**config.mk**
```make
export PLATFORM = sky130hd
export DESIGN_NAME = tdc_pair_sched
export DESIGN_NICKNAME = d
export VERILOG_FILES = /design/src/rtl/tdc_pkg.sv /design/src/rtl/tdc_tick_sync.sv /design/src/rtl/tdc_pair_sched.sv
export SDC_FILE = /design/constraint.sdc
export NUM_CORES = 1
export LEC_CHECK = 0
export ABC_AREA = 1
export CORE_ASPECT_RATIO = 0.5
export CORE_MARGIN = 1.5
export CORE_UTILIZATION = 50
export DETAILED_ROUTE_END_ITERATION = 10
export GPL_TIMING_DRIVEN = 0
export PLACE_DENSITY = 0.78
export SKIP_CTS_REPAIR_TIMING = 1
export SLEW_MARGIN = 40
export SYNTH_ARGS = -nofsm -noshare
export SYNTH_HDL_FRONTEND = slang
export SYNTH_SLANG_ARGS = --single-unit
```
**constraint.sdc**
```tcl
create_clock -name clk -period 7.65 [get_ports clk]
set_input_delay 1.9125 -clock clk [delete_from_list [all_inputs] [get_ports clk]]
set_output_delay 1.9125 -clock clk [all_outputs]
set_load 0.05 [all_outputs]
```
**src/rtl/tdc_pkg.sv**
```systemverilog
// Shared types and default sizing for the TDC pair-difference measurement path.
package tdc_pkg;

    localparam int TDC_DW   = 37;
    localparam int TDC_TMO  = 4095;
    localparam int TDC_SEQW = 8;

    typedef enum logic [2:0] {
        ST_IDLE   = 3'd0,
        ST_REQ_A  = 3'd1,
        ST_WAIT_A = 3'd2,
        ST_REQ_B  = 3'd3,
        ST_WAIT_B = 3'd4,
        ST_EMIT   = 3'd5
    } sched_st_t;

    // The wait counter only has to reach TMO-1 before the timeout fires.
    function automatic int tmo_cnt_width(input int tmo);
        return (tmo < 3) ? 1 : $clog2(tmo);
    endfunction

endpackage

```
**src/rtl/tdc_tick_sync.sv**
```systemverilog
// Three-flop synchronizer for a slow strobe from another clock domain,
// producing a one-cycle pulse on each synchronized rising edge.
module tdc_tick_sync
    import tdc_pkg::*;
(
    input  logic clk,
    input  logic rst,
    input  logic strobe_i,
    output logic pulse_o
);

    logic s1_q;
    logic s2_q;
    logic s3_q;

    always_ff @(posedge clk or posedge rst) begin
        if (rst) begin
            s1_q <= 1'b0;
            s2_q <= 1'b0;
            s3_q <= 1'b0;
        end else begin
            s1_q <= strobe_i;
            s2_q <= s1_q;
            s3_q <= s2_q;
        end
    end

    assign pulse_o = s2_q & ~s3_q;

endmodule

```
**src/rtl/tdc_pair_sched.sv**
```systemverilog
// Measurement scheduler: per strobe tick, requests a reference then a sample
// conversion and emits both results as one tagged pair.
//
//   state   | meaning
//   --------+-----------------------------------------------------------
//   IDLE    | waiting for a tick while enabled
//   REQ_A   | reference request issued, wait counter cleared
//   WAIT_A  | waiting for the reference result (bounded by TMO)
//   REQ_B   | sample request issued, wait counter cleared
//   WAIT_B  | waiting for the sample result (bounded by TMO)
//   EMIT    | pair presented downstream, tag advances
module tdc_pair_sched
    import tdc_pkg::*;
#(
    parameter int DW   = TDC_DW,
    parameter int TMO  = TDC_TMO,
    parameter int SEQW = TDC_SEQW
) (
    input  logic            clk,
    input  logic            rst,
    input  logic            clk_10k,
    input  logic            en,
    input  logic            dval,
    input  logic [DW-1:0]   mlt,
    output logic            meas_req,
    output logic            meas_sel,
    output logic            pair_dval,
    output logic [DW-1:0]   ref_data,
    output logic [DW-1:0]   smp_data,
    output logic [SEQW-1:0] seq,
    output logic            tmo_err,
    output logic [SEQW-1:0] ovr_cnt,
    output logic            busy
);

    localparam int              TW       = tmo_cnt_width(TMO);
    localparam logic [TW-1:0]   TMO_LAST = TW'(TMO - 1);
    localparam logic [SEQW-1:0] OVR_MAX  = '1;

    logic            tick_p;
    sched_st_t       state_q;
    logic [TW-1:0]   tmo_q;
    logic [DW-1:0]   a_q;
    logic [SEQW-1:0] seq_cnt_q;
    logic            meas_req_q;
    logic            meas_sel_q;
    logic            pair_dval_q;
    logic [DW-1:0]   ref_data_q;
    logic [DW-1:0]   smp_data_q;
    logic [SEQW-1:0] seq_q;
    logic            tmo_err_q;
    logic [SEQW-1:0] ovr_cnt_q;
    logic            busy_q;

    tdc_tick_sync u_tick (
        .clk      (clk),
        .rst      (rst),
        .strobe_i (clk_10k),
        .pulse_o  (tick_p)
    );

    // Outputs are set on the transition into a state so they are visible
    // during that state, which keeps the tick-to-pair latency at 5 cycles.
    always_ff @(posedge clk or posedge rst) begin
        if (rst) begin
            state_q     <= ST_IDLE;
            tmo_q       <= '0;
            a_q         <= '0;
            seq_cnt_q   <= '0;
            meas_req_q  <= 1'b0;
            meas_sel_q  <= 1'b0;
            pair_dval_q <= 1'b0;
            ref_data_q  <= '0;
            smp_data_q  <= '0;
            seq_q       <= '0;
            tmo_err_q   <= 1'b0;
            ovr_cnt_q   <= '0;
            busy_q      <= 1'b0;
        end else begin
            meas_req_q  <= 1'b0;
            pair_dval_q <= 1'b0;
            tmo_err_q   <= 1'b0;

            if (tick_p && (state_q != ST_IDLE) && (ovr_cnt_q != OVR_MAX)) begin
                ovr_cnt_q <= ovr_cnt_q + 1'b1;
            end

            case (state_q)
                ST_IDLE: begin
                    if (tick_p && en) begin
                        state_q    <= ST_REQ_A;
                        meas_req_q <= 1'b1;
                        meas_sel_q <= 1'b0;
                        busy_q     <= 1'b1;
                    end
                end

                ST_REQ_A: begin
                    tmo_q   <= '0;
                    state_q <= ST_WAIT_A;
                end

                ST_WAIT_A: begin
                    if (dval) begin
                        a_q        <= mlt;
                        state_q    <= ST_REQ_B;
                        meas_req_q <= 1'b1;
                        meas_sel_q <= 1'b1;
                    end else if (tmo_q == TMO_LAST) begin
                        state_q   <= ST_IDLE;
                        tmo_err_q <= 1'b1;
                        busy_q    <= 1'b0;
                    end else begin
                        tmo_q <= tmo_q + 1'b1;
                    end
                end

                ST_REQ_B: begin
                    tmo_q   <= '0;
                    state_q <= ST_WAIT_B;
                end

                ST_WAIT_B: begin
                    if (dval) begin
                        ref_data_q  <= a_q;
                        smp_data_q  <= mlt;
                        seq_q       <= seq_cnt_q;
                        pair_dval_q <= 1'b1;
                        state_q     <= ST_EMIT;
                    end else if (tmo_q == TMO_LAST) begin
                        a_q       <= '0;
                        state_q   <= ST_IDLE;
                        tmo_err_q <= 1'b1;
                        busy_q    <= 1'b0;
                    end else begin
                        tmo_q <= tmo_q + 1'b1;
                    end
                end

                ST_EMIT: begin
                    seq_cnt_q <= seq_cnt_q + 1'b1;
                    state_q   <= ST_IDLE;
                    busy_q    <= 1'b0;
                end

                default: begin
                    state_q <= ST_IDLE;
                    busy_q  <= 1'b0;
                end
            endcase
        end
    end

    assign meas_req  = meas_req_q;
    assign meas_sel  = meas_sel_q;
    assign pair_dval = pair_dval_q;
    assign ref_data  = ref_data_q;
    assign smp_data  = smp_data_q;
    assign seq       = seq_q;
    assign tmo_err   = tmo_err_q;
    assign ovr_cnt   = ovr_cnt_q;
    assign busy      = busy_q;

endmodule

```
==> results.md, run 1 <==
- Post-Layout Cell Count: 1106
- Yosys reg bits: ~160
- Total Wirelength: approximately 16 mm
- Slowest CP cell: clkdlybuf4s50_1
- Overall Power: 3.80 mW
- Design area: 8990 um^2
- Met1 Resource Use GR: between 20% and 30%
- Cell accounting for the most synthesized area: dfrtp_1
- Final Hold Viols: 0
- Period minus WS final: 3620 ps
- H-tree depth: 4
- Worst Clk Skew: between 10 and 15 ps
- CP Buf/Inv Count: 1
- Syn Std Cell Area: 6790 um^2
- GRT busiest layer: met2
- Antenna Nets Post-Route: 0
- Final GP Congestion: 0.855
- Largest net degree at the start of global routing: 60
- Die ar.: 14300 um^2
- Setup crit end kind: primary output
- CTS tree: yes
- Slew Limit Fails: 0
- Status: complete, no violations
- Worst R2R Start: tmo_q[0]
- Layout Utilization: a little over two thirds
- First-pass GRT wire length: 26.2 mm
- GR Overflow Total: 0
- CTS Buf Count: 17
- Num rows: 29
- Slew headroom: 63.4%
- Post-Place Worst Slack: between 3000 and 4000 ps
- ANT cells: 0
- Die width: about 170 um
- Most frequent cell after synthesis: nand2_1
- Worst hold slack: approximately 350 ps
- Top_reg_cell synth: dfrtp_1
- Area growth, synth to finish: 32.4%
- Layout cells sized above 1: 11.3%
- Initial Util: 52.4%
- Final Net Count: 969
- Total GRT Usage: 23.3%
- YS warnings: 0
- Period utilization: between 40% and 50%
- Hold path start: u_tick.s1_q
- Initial DRT Pass Iterations: 5
- RSZ-0062 raised after global routing: no
- Max incr delay on CP: 840 ps
- Core ar.: roughly 13000 um^2
- Met3 GRT Util: 5.36%
- Post-synth EDFFs: 0
- CP delay by family, top: buffers and inverters
- Clock transition at path regs: 60 ps
- Port Buffers: 136
- Fmax: between 0.2 and 0.3 GHz
- Hold/Removal Path Class: reg -> reg
- Measured slew at the worst slew-check pin: roughly 550 ps
- # DRC: 0
- GR Util met2: 39.8%
- Inst Count DP: 1074
- Antenna violations before repair: 0
- Critical Path Start: ovr_cnt[2]
- Synth Area per Inst: 8.86 um^2
- Syn Inst Count: 766
- Top-area cell type share of the netlist area: 58.2%
- Static Leakage: around 4.5 nW
- Chip Height: 85.4 um
- IO Pins: 137
- Wire per inst: between 10 and 15 um
- Crit start category: flop
- Synth cell count leaders: nand2_1 (392), dfrtp_1 (158), nand3_2 (33)
- CP Class: reg -> out
- CP Data Arrival Time: about 1700 ps
- Clk_lat worst skew: 420 ps
- Sequential area share after synthesis: 58.2%
- Async SR Flop Fraction: 100%
- Worst-path maximum fanout: 6
- Vias per inst: 4.95
- Syn Nets: 812
- Max-cap violations: 0
- Final setup margin: 4030 ps
- Synth unique cells: 28
- CP Data Required Time: 5740 ps
- Bufs on Longest Clock Path: 2
- DP HPWL: between 10 and 15 mm
- Clk root buf: clkbuf_16
- Top post-synthesis cells by area: dfrtp_1 (58%), nand2_1 (22%), nand3_2 (4.9%)
- Starting DRC count in detailed routing: about 380
- PD cells: 423 nW/um^2
- Final setup viols: 0
- Dpl cell area: roughly 8400 um^2
- Crit path cell chain: clkdlybuf4s50_1
- DR vias: 5477
- Peak supply drop: 228 uV
- Total clock sinks: 158
- Setup_tns: 0 ps
- Vias in the first global route: ~5400
[per-layer routing]
layer,vias to the layer above,wire (um)
met5,-,0
met1,2637,6950
li1,2694,-
met2,125,7720
met3,21,699
met4,0,225
[flip-flops by register name (all words and copies together), names as in the netlist]
name         cells
ref_data        37
tmo_q           12
meas_req         1
tmo_err          1
pair_dval        1
smp_data        37
seq              8
u_tick.s3_q      1
u_tick.s2_q      1
state_q          3
seq_cnt_q        8
u_tick.s1_q      1
ovr_cnt          8
busy             1
meas_sel         1
a_q             37
[logic make-up after synthesis]
family / count (synthesis) / synth area share (%)
adder cells (fa/ha/maj): 4 / 0.737
AO/OA/AOI/OAI: 16 / 1.25
AND/OR/NAND/NOR: 507 / 33.0
buffers and inverters: 65 / 4.74
flip-flops: 158 / 58.2
XOR/XNOR: 16 / 2.06
[cell usage in the layout, fill, tap and decap left out, types with 9 or more instances in the layout]
master / Yosys / layout
nand2_1: 392 / 392
clkdlybuf4s50_1: 0 / 136
buf_2: 11 / 11
xor2_1: 9 / 9
nand3_1: 32 / 32
clkbuf_16: 0 / 17
o21ai_0: 12 / 12
clkbuf_1: 8 / 9
nand3_2: 33 / 33
inv_1: 28 / 27
nor2_1: 28 / 28
dfrtp_1: 158 / 158
[report_power, final]
| group | switching [mW] | total (mW) | internal (mW) |
|---|---|---|---|
| combinational | 1.12 | 1.66 | 0.542 |
| clock | 0.360 | 0.814 | 0.454 |
| sequential | 0.192 | 1.33 | 1.14 |
[worst paths after layout]
kind,end,slack [ps],depth (start not counted)
worst max-delay path,ovr_cnt[2],4030,1
worst min register to register,u_tick.s2_q,350,0
max in group asynchronous,ref_data[19],4870,4
min in group asynchronous,ovr_cnt[1],1900,2
worst min-delay path,u_tick.s2_q,350,0
worst max register to register,a_q[6],5840,10
[final cells by class]
class                           instances  area (um^2)
Fill cell                            1055         3960
Sequential cell                       158         3950
Multi-Input combinational cell        543         2510
Timing Repair Buffer                  138         1420
Clock buffer                           18          429
Tap cell                              170          213
Buffer                                 32          198
Clock inverter                         14          134
Inverter                               33          131
Note: power is estimated with default switching activity, not from simulation.
==> inputs of run 2 (changes only) <==
--- a/config.mk
+++ b/config.mk
@@ -8,10 +8,10 @@
 export ABC_AREA = 1
 export CORE_ASPECT_RATIO = 0.5
 export CORE_MARGIN = 1.5
-export CORE_UTILIZATION = 50
+export CORE_UTILIZATION = 47
 export DETAILED_ROUTE_END_ITERATION = 10
 export GPL_TIMING_DRIVEN = 0
-export PLACE_DENSITY = 0.78
+export PLACE_DENSITY = 0.77
 export SKIP_CTS_REPAIR_TIMING = 1
 export SLEW_MARGIN = 40
 export SYNTH_ARGS = -nofsm -noshare
==> constraint.sdc (replaced) <==
create_clock -name clk -period 2.9 [get_ports clk]
set_input_delay 0.725 -clock clk [delete_from_list [all_inputs] [get_ports clk]]
set_output_delay 0.725 -clock clk [all_outputs]
set_load 0.05 [all_outputs]
==> run 2 against run 1 <==
Effect of this change:
- first-iteration DRC count decreased by 13%
- sequential cell count did not move
- critical path depth is the same
- critical path type unchanged
- largest power group unchanged
- hold slack barely moved
- utilization decreased by 3.4 points
- combinational power rose to 2.7 times the previous value
==> results.md, run 2 (synthesis results as in run 1) <==
- Status: complete, no violations
- P_sw: about 4.4 mW
- Initial DRT Pass Iterations: 5
- Wire per inst: 14.3 um
- Die width: 173 um
- Slew Limit Fails: 0
- Post-Layout Cell Count: 1133
- Period utilization: between 80 and 90%
- Measured slew at the worst slew-check pin: 565 ps
- RSZ-0062 raised after global routing: no
- CP delay by family, top: buffers and inverters
- Worst Clk Skew: about 13 ps
- Bufs on Longest Clock Path: 2
- Total Wirelength: around 16 mm
- Layout cells sized above 1: 11.7%
- ANT cells: 0
- CTS Buf Count: 17
- # DRC: 0
- CP Class: reg -> out
- DP HPWL: about 12 mm
- Slowest CP cell: clkdlybuf4s50_1
- Vias in the first global route: between 5000 and 6000
- Die ar.: 15200 um^2
- Initial Util: about half
- Crit start category: flop
- Combinational power share: 43.9%
- GR Overflow Total: 0
- Starting DRC count in detailed routing: 329
- Antenna Nets Post-Route: 0
- Antenna violations before repair: 0
- First-pass GRT wire length: between 20 and 30 mm
- Inst Count DP: 1101
- Reg power frac: 34.8%
- Max incr delay on CP: 860 ps
- Period minus WS final: 2460 ps
- Setup crit end kind: primary output
- IO Pins: 137
- PD cells: about 1100 nW/um^2
- Static Leakage: 4.53 nW
- Commonest non-fill, non-tap cell in the layout: nand2_1
- Total clock sinks: 158
- CTS tree: yes
- DR vias: ~5500
- CP Data Required Time: approximately 2200 ps
- Clk root buf: clkbuf_16
- Clk_lat worst skew: 420 ps
- Chip Height: 88.0 um
- Area growth, synth to finish: 34.3%
- Dpl cell area: 8560 um^2
- Final GP Congestion: 0.878
- Clock transition at path regs: approximately 60 ps
- Largest net degree at the start of global routing: 27
- Design area: 9120 um^2
- Final setup viols: 0
- CP Buf/Inv Count: 1
- # fillers: 1130
- Fmax: approximately 0.41 GHz
- Core ar.: 13800 um^2
- Crit path cell chain: clkdlybuf4s50_1
- Sequential standard cell area: 3950 um^2
- Area of the multi-input gates: 2510 um^2
- Port Buffers: 136
- Most frequent cells in the layout: nand2_1 (392), dfrtp_1 (158), clkdlybuf4s50_1 (136), nand3_2 (33), nand3_1 (32)
- Worst-path maximum fanout: 6
- Slew headroom: roughly 62%
- Total GRT Usage: a little under a quarter
- H-tree depth: 4
- Max-cap violations: 0
- Peak supply drop: 595 uV
- Net Sw Frac: 44.0%
- CP Data Arrival Time: about 1700 ps
- Vias per inst: 4.89
- Internal cell power: 5.64 mW
- Hold/Removal Path Class: reg -> reg
- Num rows: 30
- Final Net Count: 974
- Final Hold Viols: 0
- Clk pwr share: 21.3%
-- run 2: per-stage QoR --
stage / power (mW) / TNS (ps) / setup WS (ps) / util [%] / hold WS [ps]
floorplan: 6.42 / 0 / 174 / - / 331
global placement: 7.83 / -181590 / -1160 / 60.8 / 336
detailed placement: 7.97 / 0 / 386 / 62.0 / 337
CTS: 10.1 / 0 / 440 / 66.0 / 350
global route: 10.6 / 0 / 408 / 66.0 / 359
finish: 10.1 / 0 / 440 / 66.0 / 347
-- run 2: final timing paths --
path                            slack [ps]      endpoint        start  cells past startpoint
worst min register to register         350   u_tick.s2_q  u_tick.s1_q                      0
max in group asynchronous             1420  ref_data[14]          rst                      6
worst min-delay path                   350   u_tick.s2_q  u_tick.s1_q                      0
worst max-delay path                   440    ovr_cnt[3]   ovr_cnt[3]                      1
min in group asynchronous              530  seq_cnt_q[7]          rst                      2
worst max register to register        1100        a_q[8]     tmo_q[0]                     10
-- run 2: final cells by class --
cell class	count	share of cell area, %
repair buffers	143	16.7
multi-input cells	543	27.6
clock buffers	19	4.75
flip-flops and latches	158	43.4
inverters	33	1.40
well taps	192	2.63
plain buffers	32	2.17
clock inverters	13	1.40
-- run 2: power groups by stage --
stage | Sequential (mW) | Clock [mW] | Combinational [mW]
finish | 3.50 | 2.15 | 4.42
global route | 3.60 | 2.28 | 4.72
CTS | 3.50 | 2.18 | 4.46
detailed placement | 3.52 | 0 | 4.44
global placement | 3.50 | 0 | 4.33
floorplan | 5.20 | 0 | 1.22
-- run 2: metal layers --
layer | share of wire (%) | vias up | GRT usage, %
met4 | 1.5 | 0 | 8.14
met3 | 4.2 | 22 | 4.64
li1 | - | 2699 | -
met5 | 0 | - | 0
met2 | 50 | 135 | 40.1
met1 | 44 | 2688 | 28.0
==> inputs of run 3 (changes only) <==
--- a/config.mk
+++ b/config.mk
@@ -8,10 +8,10 @@
 export ABC_AREA = 1
 export CORE_ASPECT_RATIO = 0.5
 export CORE_MARGIN = 1.5
-export CORE_UTILIZATION = 47
+export CORE_UTILIZATION = 50
 export DETAILED_ROUTE_END_ITERATION = 10
 export GPL_TIMING_DRIVEN = 0
-export PLACE_DENSITY = 0.77
+export PLACE_DENSITY = 0.78
 export SKIP_CTS_REPAIR_TIMING = 1
 export SLEW_MARGIN = 40
 export SYNTH_ARGS = -nofsm -noshare
==> constraint.sdc (replaced) <==
create_clock -name clk -period 2.55 [get_ports clk]
set_input_delay 0.6375 -clock clk [delete_from_list [all_inputs] [get_ports clk]]
set_output_delay 0.6375 -clock clk [all_outputs]
set_load 0.05 [all_outputs]
==> run 3 against run 2 <==
Effect of this change:
- power rose by 14%
- sequential power rose by 14%
- critical path depth did not move
- register-to-register slack got worse by 410 ps
- sequential share of layout area rose by 0.24 points
- largest power group unchanged
- utilization rose by 4.0 points
- design area fell by 0.55%
- critical endpoint is now ovr_cnt[2]
- worst setup slack got worse by 230 ps
==> results.md, run 3 (synthesis results as in run 1) <==
- Static Leakage: ~4.5 nW
- Die width: between 150 and 200 um
- GR Overflow Total: 0
- Final setup viols: 0
- CTS tree: yes
- DP HPWL: around 11 mm
- Worst hold slack: roughly 350 ps
- Design area: between 9000 and 10000 um^2
- Clock transition at path regs: roughly 60 ps
- Die ar.: 14300 um^2
- Slowest CP cell: clkdlybuf4s50_1
- DR vias: 5527
- CP Data Arrival Time: 1700 ps
- Most frequent cells in the layout: nand2_1 (392), dfrtp_1 (158), clkdlybuf4s50_1 (136), nand3_2 (33), nand3_1 (32)
- Port Buffers: 136
- CTS Buf Count: 17
- Total clock sinks: 158
- Status: complete, no violations
- Wire per inst: 14.2 um
- Vias in the first global route: 5392
- Layout cells sized above 1: 11.7%
- Chip Height: 85.4 um
- Starting DRC count in detailed routing: 310
- ANT cells: 0
- Peak supply drop: 761 uV
- CP Class: reg -> out
- Max incr delay on CP: roughly 840 ps
- Max-cap violations: 0
- Dpl cell area: 8500 um^2
- Crit start category: flop
- Period utilization: 91.8%
- IO Pins: 137
- Measured slew at the worst slew-check pin: 557 ps
- Antenna Nets Post-Route: 0
- Setup_tns: 0 ps
- Core ar.: 13000 um^2
- Bufs on Longest Clock Path: 2
- # fillers: 1011
- Clk_lat worst skew: 420 ps
- First-pass GRT wire length: 26.5 mm
- Total Wirelength: 15.7 mm
- Total GRT Usage: between 20% and 30%
- Setup crit end kind: primary output
- Overall Power: ~11 mW
- Commonest non-fill, non-tap cell in the layout: nand2_1
- Fmax: approximately 0.43 GHz
- Vias per inst: 4.98
- Period minus WS final: 2340 ps
- Crit path cell chain: clkdlybuf4s50_1
- Worst-path maximum fanout: 6
- PD cells: around 1300 nW/um^2
- Slew Limit Fails: 0
- Clk root buf: clkbuf_16
- Slew headroom: 62.7%
- RSZ-0062 raised after global routing: no
- Num rows: 29
- Worst Clk Skew: around 15 ps
- H-tree depth: 4
- CP delay by family, top: buffers and inverters
- Final Net Count: 973
- Final GP Congestion: 0.839
- Setup slack, reg-to-reg: ~690 ps
- # DRC: 0
- Hold/Removal Path Class: reg -> reg
- CP Data Required Time: 1910 ps
- Initial DRT Pass Iterations: 4
- Initial Util: 52.4%
- Final Hold Viols: 0
- CP Buf/Inv Count: 1
- Largest net degree at the start of global routing: 27
- Antenna violations before repair: 0
- Area growth, synth to finish: 33.6%
[run 3: final cells by class]
type / count / area, um^2 / area share, %
clock inverter: 14 / 144 / 1.59
clock buffer: 18 / 429 / 4.73
multi-input combinational: 543 / 2510 / 27.7
buffer: 32 / 198 / 2.18
inverter: 33 / 128 / 1.41
sequential: 158 / 3950 / 43.6
tap: 170 / 213 / 2.35
timing repair buffer: 142 / 1490 / 16.4
[run 3: metal layers]
layer / vias up / GRT usage (%) / routed length (um)
met5: - / 0 / 0
met4: 0 / 7.13 / 124
met3: 14 / 4.48 / 678
met2: 111 / 39.8 / 7760
met1: 2702 / 31.0 / 7180
li1: 2700 / - / -
[run 3: worst paths after layout]
kind / endpoint / from / cells after the start
setup / recovery: ovr_cnt[2] / ovr_cnt[2] / 1
hold / removal: u_tick.s2_q / u_tick.s1_q / 0
setup reg to reg: a_q[6] / tmo_q[0] / 10
hold reg to reg: u_tick.s2_q / u_tick.s1_q / 0
max in group asynchronous: ref_data[7] / rst / 5
min in group asynchronous: seq[6] / rst / 2
[run 3: per-stage QoR]
stage | utilization (%) | setup slack (ps) | cells
3_3_place_gp | 64.6 | -1420 | 1072
4_1_cts | 70.0 | 196 | 1110
3_5_place_dp | 65.6 | 46.7 | 1078
5_1_grt | 70.0 | 140 | 1110
2_1_floorplan | - | -88.4 | 766
6_report | 70.0 | 210 | 1110
[run 3: power by group]
| group | total (mW) | switching [mW] | internal [mW] |
|---|---|---|---|
| clock network | 2.49 | 1.11 | 1.38 |
| logic | 5.00 | 3.37 | 1.64 |
| registers | 3.98 | 0.575 | 3.40 |
| total | 11.5 | 5.06 | 6.42 |
